==> config.mk <==
export PLATFORM = sky130hd
export DESIGN_NAME = search_arbiter
export DESIGN_NICKNAME = d
export VERILOG_FILES = /design/src/rtl/search_arbiter.sv
export SDC_FILE = /design/constraint.sdc
export NUM_CORES = 1
export LEC_CHECK = 0
export CAP_MARGIN = 20
export CORE_ASPECT_RATIO = 1.5
export CORE_MARGIN = 2
export CORE_UTILIZATION = 40
export CTS_CLUSTER_DIAMETER = 100
export DETAILED_ROUTE_END_ITERATION = 16
export HOLD_SLACK_MARGIN = 0.15
export PLACE_DENSITY = 0.7
export SKIP_LAST_GASP = 1
export SYNTH_ARGS = -nofsm -noshare
export SYNTH_HDL_FRONTEND = slang
export SYNTH_SLANG_ARGS = --single-unit
==> constraint.sdc <==
create_clock -name clk -period 3.7 [get_ports clk]
set_input_delay 0.37 -clock clk [delete_from_list [all_inputs] [get_ports clk]]
set_output_delay 0.37 -clock clk [all_outputs]
set_load 0.005 [all_outputs]
==> src/rtl/search_arbiter.sv <==
// search_arbiter
//
// Round-robin front end that shares one binary_search unit among N_REQ
// requesters. A granted requester's key is latched onto bs_a, the unit is
// started, and the arbiter waits for bs_done or a watchdog timeout. The result
// goes back to the granted requester as a one-cycle resp_valid strobe. A
// one-cycle bs_reset pulse then clears the search unit before the next grant.
//
// Ports
//   clk         clock, rising edge
//   reset       asynchronous active-high reset
//   req         level request per requester
//   req_a       packed keys, requester i at [i*DATA_W +: DATA_W]
//   resp_valid  one-hot response strobe (one cycle)
//   resp_found  search hit, valid with resp_valid and held until next response
//   resp_loc    hit address, 0 on miss or error, held until next response
//   resp_err    watchdog timeout, held until next response
//   busy        high while a search is running or being released
//   bs_start    search unit start, held for the whole search
//   bs_a        search unit key, frozen for the whole search
//   bs_reset    one-cycle synchronous clear to the search unit
//   bs_done     search unit done
//   bs_found    search unit hit flag
//   bs_loc      search unit hit address
module search_arbiter #(
  parameter int unsigned N_REQ   = 4,
  parameter int unsigned DATA_W  = 8,
  parameter int unsigned ADDR_W  = 5,
  parameter int unsigned TIMEOUT = 48
) (
  input  logic                      clk,
  input  logic                      reset,
  input  logic [N_REQ-1:0]          req,
  input  logic [N_REQ*DATA_W-1:0]   req_a,
  output logic [N_REQ-1:0]          resp_valid,
  output logic                      resp_found,
  output logic [ADDR_W-1:0]         resp_loc,
  output logic                      resp_err,
  output logic                      busy,
  output logic                      bs_start,
  output logic [DATA_W-1:0]         bs_a,
  output logic                      bs_reset,
  input  logic                      bs_done,
  input  logic                      bs_found,
  input  logic [ADDR_W-1:0]         bs_loc
);

  localparam int unsigned IdxW = (N_REQ > 1) ? $clog2(N_REQ) : 1;

  typedef enum logic [1:0] {StIdle, StRun, StRelease} state_e;

  state_e                state_q, state_d;
  logic [IdxW-1:0]       cur_q, cur_d;
  logic [IdxW-1:0]       last_q, last_d;
  logic [7:0]            cnt_q, cnt_d;
  logic [DATA_W-1:0]     bs_a_q, bs_a_d;
  logic                  bs_start_q, bs_start_d;
  logic                  bs_reset_q, bs_reset_d;
  logic                  busy_q, busy_d;
  logic [N_REQ-1:0]      resp_valid_q, resp_valid_d;
  logic                  resp_found_q, resp_found_d;
  logic [ADDR_W-1:0]     resp_loc_q, resp_loc_d;
  logic                  resp_err_q, resp_err_d;

  // Round-robin pick: lowest requester above last wins; otherwise wrap to
  // the lowest requester overall.
  logic [N_REQ-1:0]      upper_mask;
  logic [N_REQ-1:0]      req_hi;
  logic [IdxW-1:0]       grant_idx;
  logic [DATA_W-1:0]     grant_key;

  always_comb begin
    upper_mask = '0;
    for (int unsigned i = 0; i < N_REQ; i++) begin
      upper_mask[i] = (IdxW'(i) > last_q);
    end
    req_hi    = req & upper_mask;
    grant_idx = '0;
    // Scan downward so the lowest set bit is the one left standing.
    for (int i = int'(N_REQ) - 1; i >= 0; i--) begin
      if (req[i]) grant_idx = IdxW'(i);
    end
    if (|req_hi) begin
      for (int i = int'(N_REQ) - 1; i >= 0; i--) begin
        if (req_hi[i]) grant_idx = IdxW'(i);
      end
    end
    grant_key = req_a[grant_idx*DATA_W +: DATA_W];
  end

  always_comb begin
    state_d      = state_q;
    cur_d        = cur_q;
    last_d       = last_q;
    cnt_d        = cnt_q;
    bs_a_d       = bs_a_q;
    bs_start_d   = bs_start_q;
    bs_reset_d   = 1'b0;
    busy_d       = busy_q;
    resp_valid_d = '0;
    resp_found_d = resp_found_q;
    resp_loc_d   = resp_loc_q;
    resp_err_d   = resp_err_q;

    unique case (state_q)
      StIdle: begin
        bs_start_d = 1'b0;
        busy_d     = 1'b0;
        if (|req) begin
          cur_d      = grant_idx;
          last_d     = grant_idx;
          bs_a_d     = grant_key;
          bs_start_d = 1'b1;
          cnt_d      = '0;
          busy_d     = 1'b1;
          state_d    = StRun;
        end
      end

      StRun: begin
        // Done is checked first so it wins over a coincident timeout.
        if (bs_done) begin
          resp_found_d        = bs_found;
          resp_loc_d          = bs_found ? bs_loc : '0;
          resp_err_d          = 1'b0;
          resp_valid_d[cur_q] = 1'b1;
          bs_start_d          = 1'b0;
          bs_reset_d          = 1'b1;
          state_d             = StRelease;
        end else if (cnt_q == 8'(TIMEOUT - 1)) begin
          resp_found_d        = 1'b0;
          resp_loc_d          = '0;
          resp_err_d          = 1'b1;
          resp_valid_d[cur_q] = 1'b1;
          bs_start_d          = 1'b0;
          bs_reset_d          = 1'b1;
          state_d             = StRelease;
        end else if (cnt_q != 8'hFF) begin
          cnt_d = cnt_q + 8'd1;
        end
      end

      StRelease: begin
        busy_d  = 1'b0;
        state_d = StIdle;
      end

      default: begin
        state_d = StIdle;
      end
    endcase
  end

  always_ff @(posedge clk or posedge reset) begin
    if (reset) begin
      state_q      <= StIdle;
      cur_q        <= '0;
      last_q       <= IdxW'(N_REQ - 1);
      cnt_q        <= '0;
      bs_a_q       <= '0;
      bs_start_q   <= 1'b0;
      bs_reset_q   <= 1'b0;
      busy_q       <= 1'b0;
      resp_valid_q <= '0;
      resp_found_q <= 1'b0;
      resp_loc_q   <= '0;
      resp_err_q   <= 1'b0;
    end else begin
      state_q      <= state_d;
      cur_q        <= cur_d;
      last_q       <= last_d;
      cnt_q        <= cnt_d;
      bs_a_q       <= bs_a_d;
      bs_start_q   <= bs_start_d;
      bs_reset_q   <= bs_reset_d;
      busy_q       <= busy_d;
      resp_valid_q <= resp_valid_d;
      resp_found_q <= resp_found_d;
      resp_loc_q   <= resp_loc_d;
      resp_err_q   <= resp_err_d;
    end
  end

  assign resp_valid = resp_valid_q;
  assign resp_found = resp_found_q;
  assign resp_loc   = resp_loc_q;
  assign resp_err   = resp_err_q;
  assign busy       = busy_q;
  assign bs_start   = bs_start_q;
  assign bs_a       = bs_a_q;
  assign bs_reset   = bs_reset_q;

endmodule

==> flow_metrics.env, run 1 <==
export IMPL_outcome="completed"
export IMPL_powerDensity_nw_per_um2=639
export IMPL_synthTopCellsByArea="dfrtp_1 (46%), a211oi_1 (6.5%), mux2i_1 (5.5%), nor2_1 (3.7%), a31oi_1 (3.1%)"
export IMPL_yosys_area_top_type="dfrtp_1"
export IMPL_cts_sinks=36
export IMPL_vias=1560
export IMPL_diodes=0
export IMPL_end_kind="flop"
export IMPL_clk_path_buf_depth=2
export IMPL_row_count=30
export IMPL_synth_ff_type="dfrtp_1"
export IMPL_p_leak_nw=1.14
export IMPL_track_usage_pct=17.2
export IMPL_ys_types=42
export IMPL_fmax_ghz=0.398
export IMPL_cts_clk_slew_worst_paths_ns=0.07
export IMPL_synth_warnings=0
export IMPL_area_delta_synth_final_pct=42.8
export IMPL_numCtsBuffers=5
export IMPL_finalCriticalPeriod_ns=2.51
export IMPL_crit_path_top_delay_cell="o31a_1"
export IMPL_required_ns=3.84
export IMPL_syn_area_um2=1830
export IMPL_syn_inst=176
export IMPL_ir_drop_mv=0.296
export IMPL_die_height_um=86.9
export IMPL_slew_violations=0
export IMPL_htreeDepth=2
export IMPL_drive_gt1_share_pct=8.16
export IMPL_post_drt_wl_per_cell_um=13.7
export IMPL_ios=67
export IMPL_tns_ns=0
export IMPL_path_common_cell="a211oi_1"
export IMPL_r2r_slack_ns=1.44
export IMPL_die_w_um=59.3
export IMPL_nNetsFinal=290
export IMPL_ys_async_sr_fraction_pct=100
export IMPL_ant_nets=0
export IMPL_cts_resized=0
export IMPL_slew_headroom_pct=40.0
export IMPL_tritoncts="done"
export IMPL_antenna_found_initial=0
export IMPL_drtPass1Iterations=4
export IMPL_post_cts_buffers=0
export IMPL_critPathTopFamily="compound AO/OA/AOI/OAI gates"
export IMPL_rsz0062_at_grt="no"
export IMPL_dr_first_iter_drc_count=34
export IMPL_gr_total_overflow=0
export IMPL_setup_violations=0
export IMPL_place_ws_ns=0.839
export IMPL_drt_wl_total_mm=4.02
export IMPL_synth_edf_count=0
export IMPL_cap_viol_max_count=0
export IMPL_drc=0
export IMPL_critPathKind="input pin to flop"
export IMPL_cts_hold_buf=0
export IMPL_design_die_area_um2=5150
export IMPL_setup_ws_ns=1.19
export IMPL_start_util_pct=41.1
export IMPL_start_kind="input pin"
export IMPL_period_share_pct=67.9
export IMPL_grt_max_degree=29
export IMPL_port_buffers=66
export IMPL_synth_seq_area_share_pct=49.2
export IMPL_clock_latency_ns=0.28
export IMPL_cp_data_arrival_time_ns=2.65
export IMPL_yosysTopAreaCellShare_pct=46.4
export IMPL_gp_congestion=0.790
export IMPL_grt_pass1_wl_mm=6.71
export IMPL_core_um2=4470
export IMPL_max_stage_delay_ns=0.73
export IMPL_grt_pass1_vias=1583
export IMPL_vias_per_cell=5.32
export IMPL_final_hold_viol_count=0
export IMPL_ys_ff_latch=36
export IMPL_clock_skew_ns=0.00330
export IMPL_hpwl_mm=3.08
export IMPL_path_cells="clkdlybuf4s50_1 > or2_1 > o31a_1 > nand2_1 > a211oi_1 > a211oi_1"
export IMPL_cts_root_buf="clkbuf_8"
export IMPL_synth_nets=222
export IMPL_worst_path_buf_inv=1
export IMPL_avgSynthCellArea_um2=10.4
export IMPL_cp_max_fo=22
export IMPL_hp_class="input pin to async pin"
export IMPL_worst_slew_pin_slew_ns=0.899
==> cells in the final DEF (no fill, tap or decap), drive strengths merged, types with 3 or more instances in the layout <==
| cell | synthesis | routed |
|---|---|---|
| and3 | 5 | 5 |
| nand2 | 8 | 8 |
| a21o | 4 | 4 |
| a31oi | 9 | 9 |
| nor3 | 3 | 3 |
| clkbuf | 1 | 6 |
| nor2 | 19 | 19 |
| o21ai | 5 | 5 |
| nand2b | 4 | 4 |
| mux2i | 10 | 10 |
| dfrtp | 34 | 34 |
| clkdlybuf4s50 | 0 | 66 |
| nor3b | 3 | 3 |
| inv | 14 | 14 |
| or2 | 3 | 3 |
| a21oi | 5 | 5 |
| a22o | 5 | 5 |
| a211oi | 16 | 16 |
==> flip-flops by register name, summed over array words and instances (netlist names), 2 cells and up <==
| signal | cells |
|---|---|
| bs_a | 8 |
| cnt_q | 8 |
| resp_loc | 5 |
| resp_valid | 4 |
| cur_q | 2 |
| last_q | 2 |
| state_q | 2 |
==> metal layers <==
layer	GRT usage (%)	up-vias	wire length (µm)
met4	6.82	0	68
met5	0	-	0
met3	4.46	6	281
met1	17.7	715	1600
met2	31.9	65	2070
li1	-	774	-
==> metrics by stage <==
| step | hold slack, ns | power [mW] | utilization, % | std cells | instance area, µm² |
|---|---|---|---|---|---|
| after floorplan | 0.449 | 1.10 | - | 176 | 1830 |
| after global placement | 0.460 | 1.39 | 56.0 | 284 | 2500 |
| after detailed placement | 0.467 | 1.41 | 56.0 | 284 | 2500 |
| after CTS | 0.483 | 1.70 | 58.0 | 292 | 2590 |
| after global routing | 0.405 | 1.80 | 58.7 | 293 | 2620 |
| final | 0.374 | 1.67 | 58.7 | 293 | 2620 |
==> final timing paths <==
| check | startpoint | end | cells past startpoint |
|---|---|---|---|
| setup / recovery | req[1] | bs_a[4] | 6 |
| hold / removal | reset | cnt_q[2] | 2 |
| setup reg to reg | state_q[0] | bs_a[4] | 5 |
| hold reg to reg | resp_found | resp_found | 1 |
| max in group asynchronous | reset | resp_loc[3] | 4 |
| min in group clk | resp_found | resp_found | 1 |
==> Yosys cell counts (3+ instances only) <==
cell type and instances:
a211oi_1 16, o21ai_0 3, buf_6 3, mux2i_1 10
a31oi_1 9, nand2b_1 4, nor2_1 18, dfrtp_1 34
a22o_1 5, a21oi_1 5, a21o_1 4, nand2_1 8
nor3b_1 3, inv_1 14, nor3_1 3, and3_1 4
==> logic make-up after synthesis <==
logic type,count (synthesis),share of synthesized area [%]
AOI/OAI and AO/OA,53,22.4
and+or+nand+nor,53,14.9
DFF,36,49.2
buffers and inverters,21,6.28
muxes,10,5.46
xor gates and xnor gates,2,0.955
adders and majority gates,1,0.682
==> cell type report <==
type / count / area [µm²]
fillers: 423 / 1850
well taps: 48 / 60.1
clock inverters: 2 / 10.0
repair buffers: 68 / 696
inverters: 14 / 52.6
multi-input cells: 119 / 816
clock buffers: 6 / 82.6
flip-flops and latches: 36 / 903
==> worst reg2reg max path: cells and delay by family (launching register included) <==
family	cells	cell delay (ns)
simple gates	2	0.56
flops	1	0.40
compound gates	3	1.16
==> where the power goes <==
| part | leakage [nW] | internal [mW] | switching, mW | total [mW] |
|---|---|---|---|---|
| logic | 0.639 | 0.413 | 0.346 | 0.759 |
| clock network | 0.0510 | 0.148 | 0.134 | 0.282 |
| registers | 0.448 | 0.548 | 0.0856 | 0.634 |
(Power assumes the default switching activity.)
==> run 2: changes to the inputs <==
- clock period: 3.7 -> 2.6 ns (I/O delays scaled with it)
==> run 2 against run 1 <==
Against the previous run: cell area barely moved; worst hold slack got worse by 0.014 ns; clock power rose by 38%; via count rose by 1.2%; clock skew rose by 0.0072 ns; die area did not move; combinational power rose by 45%; sequential cell count did not move; sequential share of layout area barely moved; first-iteration DRC count fell by 41%; wire length fell by 0.17%; clock-buffer cell count fell by 1; largest power group unchanged.
==> flow_metrics.env, run 2 (synthesis gave the netlist of run 1 again) <==
export IMPL_crit_start="req[1]"
export IMPL_wl_met3_um=303
export IMPL_gr_total_overflow=0
export IMPL_route_top_layer_used="met4"
export IMPL_vias=1579
export IMPL_post_drt_wl_per_cell_um=13.6
export IMPL_start_util_pct=41.1
export IMPL_diodes=0
export IMPL_reg2reg_to="cnt_q[0]"
export IMPL_m1WireLength_mm=1.63
export IMPL_die_w_um=59.3
export IMPL_final_cell_mix="clkdlybuf4s50_1 (66), dfrtp_1 (34), nor2_1 (18)"
export IMPL_cts_clk_slew_worst_paths_ns=0.08
export IMPL_r2r_start="cnt_q[0]"
export IMPL_cts_hold_buf=0
export IMPL_grt_max_degree=37
export IMPL_post_route_util_pct=58.6
export IMPL_start_kind="input pin"
export IMPL_final_hold_viol_count=0
export IMPL_cts_sinks=36
export IMPL_routed_wl_met2_mm=2.03
export IMPL_cp_num_cells=6
export IMPL_clk_path_buf_depth=2
export IMPL_path_common_cell="a211oi_1"
export IMPL_setup_worst_path_end="bs_a[3]"
export IMPL_htreeDepth=2
export IMPL_area_delta_synth_final_pct=42.7
export IMPL_max_stage_delay_ns=0.56
export IMPL_ios=67
export IMPL_drt_wl_total_mm=4.01
export IMPL_outcome="completed"
export IMPL_end_kind="flop"
export IMPL_worst_slew_pin_slew_ns=0.516
export IMPL_post_cts_buffers=0
export IMPL_fmax_ghz=0.492
export IMPL_drc=0
export IMPL_reg2regPathDepth=6
export IMPL_crit_path_top_delay_cell="clkdlybuf4s50_1"
export IMPL_grt_pass1_vias=1589
export IMPL_cp_max_fo=12
export IMPL_hpwl_mm=3.13
export IMPL_drive_gt1_share_pct=9.27
export IMPL_period_share_pct=78.1
export IMPL_cap_viol_max_count=0
export IMPL_cts_resized=0
export IMPL_clock_latency_ns=0.29
export IMPL_design_die_area_um2=5150
export IMPL_cp_data_arrival_time_ns=2.18
export IMPL_antenna_found_initial=0
export IMPL_numCtsBuffers=5
export IMPL_track_usage_pct=17.6
export IMPL_critPathKind="input pin to flop"
export IMPL_powerDensity_nw_per_um2=913
export IMPL_rsz0062_at_grt="no"
export IMPL_tritoncts="done"
export IMPL_core_um2=4470
export IMPL_dr_first_iter_drc_count=20
export IMPL_worst_path_buf_inv=1
export IMPL_r2r_slack_ns=0.66
export IMPL_ant_nets=0
export IMPL_cts_root_buf="clkbuf_8"
export IMPL_slew_headroom_pct=65.6
export IMPL_drtPass1Iterations=4
export IMPL_slew_violations=0
export IMPL_critPathTopFamily="compound AO/OA/AOI/OAI gates"
export IMPL_tns_ns=0
export IMPL_row_count=30
export IMPL_ir_drop_mv=0.425
export IMPL_grt_pass1_wl_mm=6.87
export IMPL_required_ns=2.74
export IMPL_hp_class="input pin to async pin"
export IMPL_vias_per_cell=5.33
export IMPL_p_leak_nw=1.14
export IMPL_port_buffers=66
export IMPL_gp_congestion=0.818
export IMPL_finalCriticalPeriod_ns=2.03
export IMPL_final_common_cell="clkdlybuf4s50_1"
export IMPL_path_cells="clkdlybuf4s50_1 > or2_1 > o31a_1 > nand2_1 > a211oi_1 > a211oi_1"
export IMPL_setup_violations=0
export IMPL_clock_skew_ns=0.0105
export IMPL_die_height_um=86.9
export IMPL_nNetsFinal=293
==> run 2: per-layer routing <==
layer / global-route usage (%) / vias up
li1: - / 784
met1: 18.9 / 722
met2: 31.1 / 69
met3: 5.79 / 4
met4: 6.82 / 0
met5: 0 / -
==> run 2: tightest hold or removal path: stages <==
cell             delay (ns)
clkdlybuf4s50_1        0.39
inv_1                  0.05
buf_4                  0.38
==> run 2: power by group <==
part / internal (mW) / total, mW / leakage, nW / switching [mW]
clock: 0.187 / 0.390 / 0.0479 / 0.204
combinational: 0.610 / 1.10 / 0.645 / 0.487
sequential: 0.780 / 0.904 / 0.448 / 0.124
==> run 2: layout make-up <==
type,instances,area (µm²)
flip-flops and latches,36,903
repair buffers,71,698
clock buffers,5,68.8
well taps,48,60.1
multi-input cells,119,816
fillers,407,1850
inverters,14,52.6
clock inverters,3,18.8
==> run 2: worst min path at each step <==
| stage | endpoint | slack (ns) | cells after the start |
|---|---|---|---|
| floorplan | resp_err | 0.34 | 1 |
| global placement | busy | 0.46 | 2 |
| detailed placement | resp_found | 0.47 | 1 |
| CTS | bs_a[4] | 0.38 | 3 |
| global route | cnt_q[2] | 0.43 | 3 |
| finish | cnt_q[7] | 0.36 | 3 |
==> run 2: stage by stage <==
| step | worst slack (ns) | instance area, µm² | total power [mW] | hold WS (ns) | std cells |
|---|---|---|---|---|---|
| after CTS | 0.547 | 2620 | 2.43 | 0.381 | 296 |
| after global placement | 0.360 | 2530 | 2.01 | 0.458 | 288 |
| final | 0.569 | 2620 | 2.39 | 0.361 | 296 |
| after detailed placement | 0.231 | 2530 | 2.03 | 0.467 | 288 |
| after floorplan | 0.865 | 1830 | 1.56 | 0.345 | 176 |
| after global routing | 0.378 | 2620 | 2.57 | 0.433 | 296 |
==> run 3: changes to the inputs <==
- clock period: 2.6 -> 1.9 ns (I/O delays scaled with it)
==> run 3 against run 2 <==
Against the previous run: total power is 44% higher; cell count grew 3.7%; setup slack lost 0.43 ns; clock-buffer cell count grew 1; first-iteration DRC count grew 45%; die area stayed put; combinational power increased by 49%; via count grew 3.4%; register-to-register slack lost 0.52 ns; worst hold slack got worse by 0.070 ns; critical endpoint is now cnt_q[1].
==> flow_metrics.env, run 3 (synthesis gave the netlist of run 1 again) <==
export IMPL_grt_use_met2_pct=33.2
export IMPL_clock_skew_ns=0.00452
export IMPL_slew_violations=0
export IMPL_cts_hold_buf=0
export IMPL_core_um2=4470
export IMPL_dr_first_iter_drc_count=29
export IMPL_grt_max_degree=37
export IMPL_track_usage_pct=18.7
export IMPL_grt_pass1_vias=1688
export IMPL_critPathKind="flop to flop"
export IMPL_crit_path_top_delay_cell="o311a_4"
export IMPL_drt_wl_total_mm=4.32
export IMPL_clk_path_buf_depth=2
export IMPL_finalCriticalPeriod_ns=1.76
export IMPL_met3_usage_pct=5.35
export IMPL_grt_pass1_wl_mm=7.31
export IMPL_cts_clk_slew_worst_paths_ns=0.07
export IMPL_vias=1632
export IMPL_drc=0
export IMPL_design_die_area_um2=5150
export IMPL_p_leak_nw=1.20
export IMPL_row_count=30
export IMPL_cp_max_fo=8
export IMPL_setup_violations=0
export IMPL_path_cells="ha_1 > nand2_1 > o311a_4 > or2_1 > o31ai_4 > mux2i_1"
export IMPL_max_stage_delay_ns=0.43
export IMPL_cap_viol_max_count=0
export IMPL_tritoncts="done"
export IMPL_diodes=0
export IMPL_worst_path_buf_inv=0
export IMPL_final_area_um2=2720
export IMPL_area_delta_synth_final_pct=48.0
export IMPL_hp_class="input pin to async pin"
export IMPL_fmax_ghz=0.568
export IMPL_reg2regPathDepth=6
export IMPL_vias_per_cell=5.32
export IMPL_required_ns=2.10
export IMPL_cp_num_cells=6
export IMPL_gp_congestion=0.791
export IMPL_cp_data_arrival_time_ns=1.96
export IMPL_grt_busiest_layer="met2"
export IMPL_start_kind="flop"
export IMPL_final_hold_viol_count=0
export IMPL_final_common_cell="clkdlybuf4s50_1"
export IMPL_placed_area_um2=2610
export IMPL_clock_latency_ns=0.29
export IMPL_period_share_pct=92.6
export IMPL_numCtsBuffers=5
export IMPL_gr_total_overflow=0
export IMPL_totalPowerFinal_mw=3.44
export IMPL_critPathTopFamily="compound AO/OA/AOI/OAI gates"
export IMPL_drtPass1Iterations=4
export IMPL_slew_headroom_pct=69.6
export IMPL_ant_nets=0
export IMPL_end_kind="flop"
export IMPL_nFillCells=388
export IMPL_outcome="completed"
export IMPL_nNetsFinal=304
export IMPL_ir_drop_mv=0.684
export IMPL_rsz0062_at_grt="no"
export IMPL_final_cell_mix="clkdlybuf4s50_1 (66), dfrtp_1 (34), nor2_1 (18)"
export IMPL_htreeDepth=2
export IMPL_hpwl_mm=3.30
export IMPL_tns_ns=0
export IMPL_drive_gt1_share_pct=13.1
export IMPL_worst_slew_pin_slew_ns=0.455
export IMPL_powerDensity_nw_per_um2=1270
export IMPL_cts_sinks=36
export IMPL_start_util_pct=41.1
export IMPL_antenna_found_initial=0
export IMPL_grtUsageMet1_pct=20.2
export IMPL_die_w_um=59.3
export IMPL_ios=67
export IMPL_post_drt_wl_per_cell_um=14.1
export IMPL_port_buffers=66
export IMPL_cts_root_buf="clkbuf_8"
export IMPL_die_height_um=86.9
-- run 3: cell count changes in the layout (fill, tap and decap cells not counted), sizes merged --
cell    change
buf        +11
clkbuf      +1
clkinv      -1
-- run 3: what timing repair did --
| item | CTS | global route |
|---|---|---|
| setup endpoints to repair | 1 | 1 |
| endpoints found under the hold margin | 0 | 0 |
| pin swaps | 1 | 0 |
| resized for setup | 0 | 1 |
| buffers inserted | 1 | 0 |
-- run 3: path summary, 6_finish.rpt --
| kind | from | to | slack [ns] |
|---|---|---|---|
| max | cnt_q[1] | cnt_q[1] | 0.14 |
| max in group asynchronous | reset | last_q[1] | 1.25 |
| min | reset | bs_a[7] | 0.29 |
| min reg2reg | resp_found | resp_found | 0.48 |
| max reg2reg | cnt_q[1] | cnt_q[1] | 0.14 |
| min in group clk | resp_found | resp_found | 0.48 |
-- run 3: cell type report --
cell class              instances  area, µm²  share of cell area, %
inverters                      14       52.6                   1.94
multi-input cells             119        826                   30.4
repair buffers                 82        781                   28.8
clock buffers                   6       82.6                   3.04
clock inverters                 2       10.0                  0.369
flip-flops and latches         36        903                   33.3
well taps                      48       60.1                   2.21
-- run 3: worst register-to-register path, delay by kind of cell, from the launching register on --
kind,cells,cell delay (ns)
and+or+nand+nor,2,0.37
adders and majority gates,1,0.19
DFF,1,0.37
AOI/OAI and AO/OA,2,0.52
muxes,1,0.24
-- run 3: per-stage QoR --
stage	util, %	instances	setup slack (ns)	hold WS [ns]
after global routing	60.8	307	0.0406	0.381
after CTS	60.6	307	0.0848	0.317
after detailed placement	58.3	298	-0.123	0.466
after global placement	58.3	298	-0.0675	0.460
final	60.8	307	0.141	0.291
after floorplan	-	176	0.165	0.275
-- run 3: report_power, final --
| part | switching, mW | internal, mW |
|---|---|---|
| registers | 0.174 | 1.07 |
| clock network | 0.274 | 0.289 |
| logic | 0.698 | 0.938 |
-- run 3: layer usage --
metal | part of all wire, % | vias to the layer above
met2 | 52 | 63
met3 | 7.5 | 6
met4 | 1.7 | 0
li1 | - | 804
met1 | 39 | 759
met5 | 0 | -
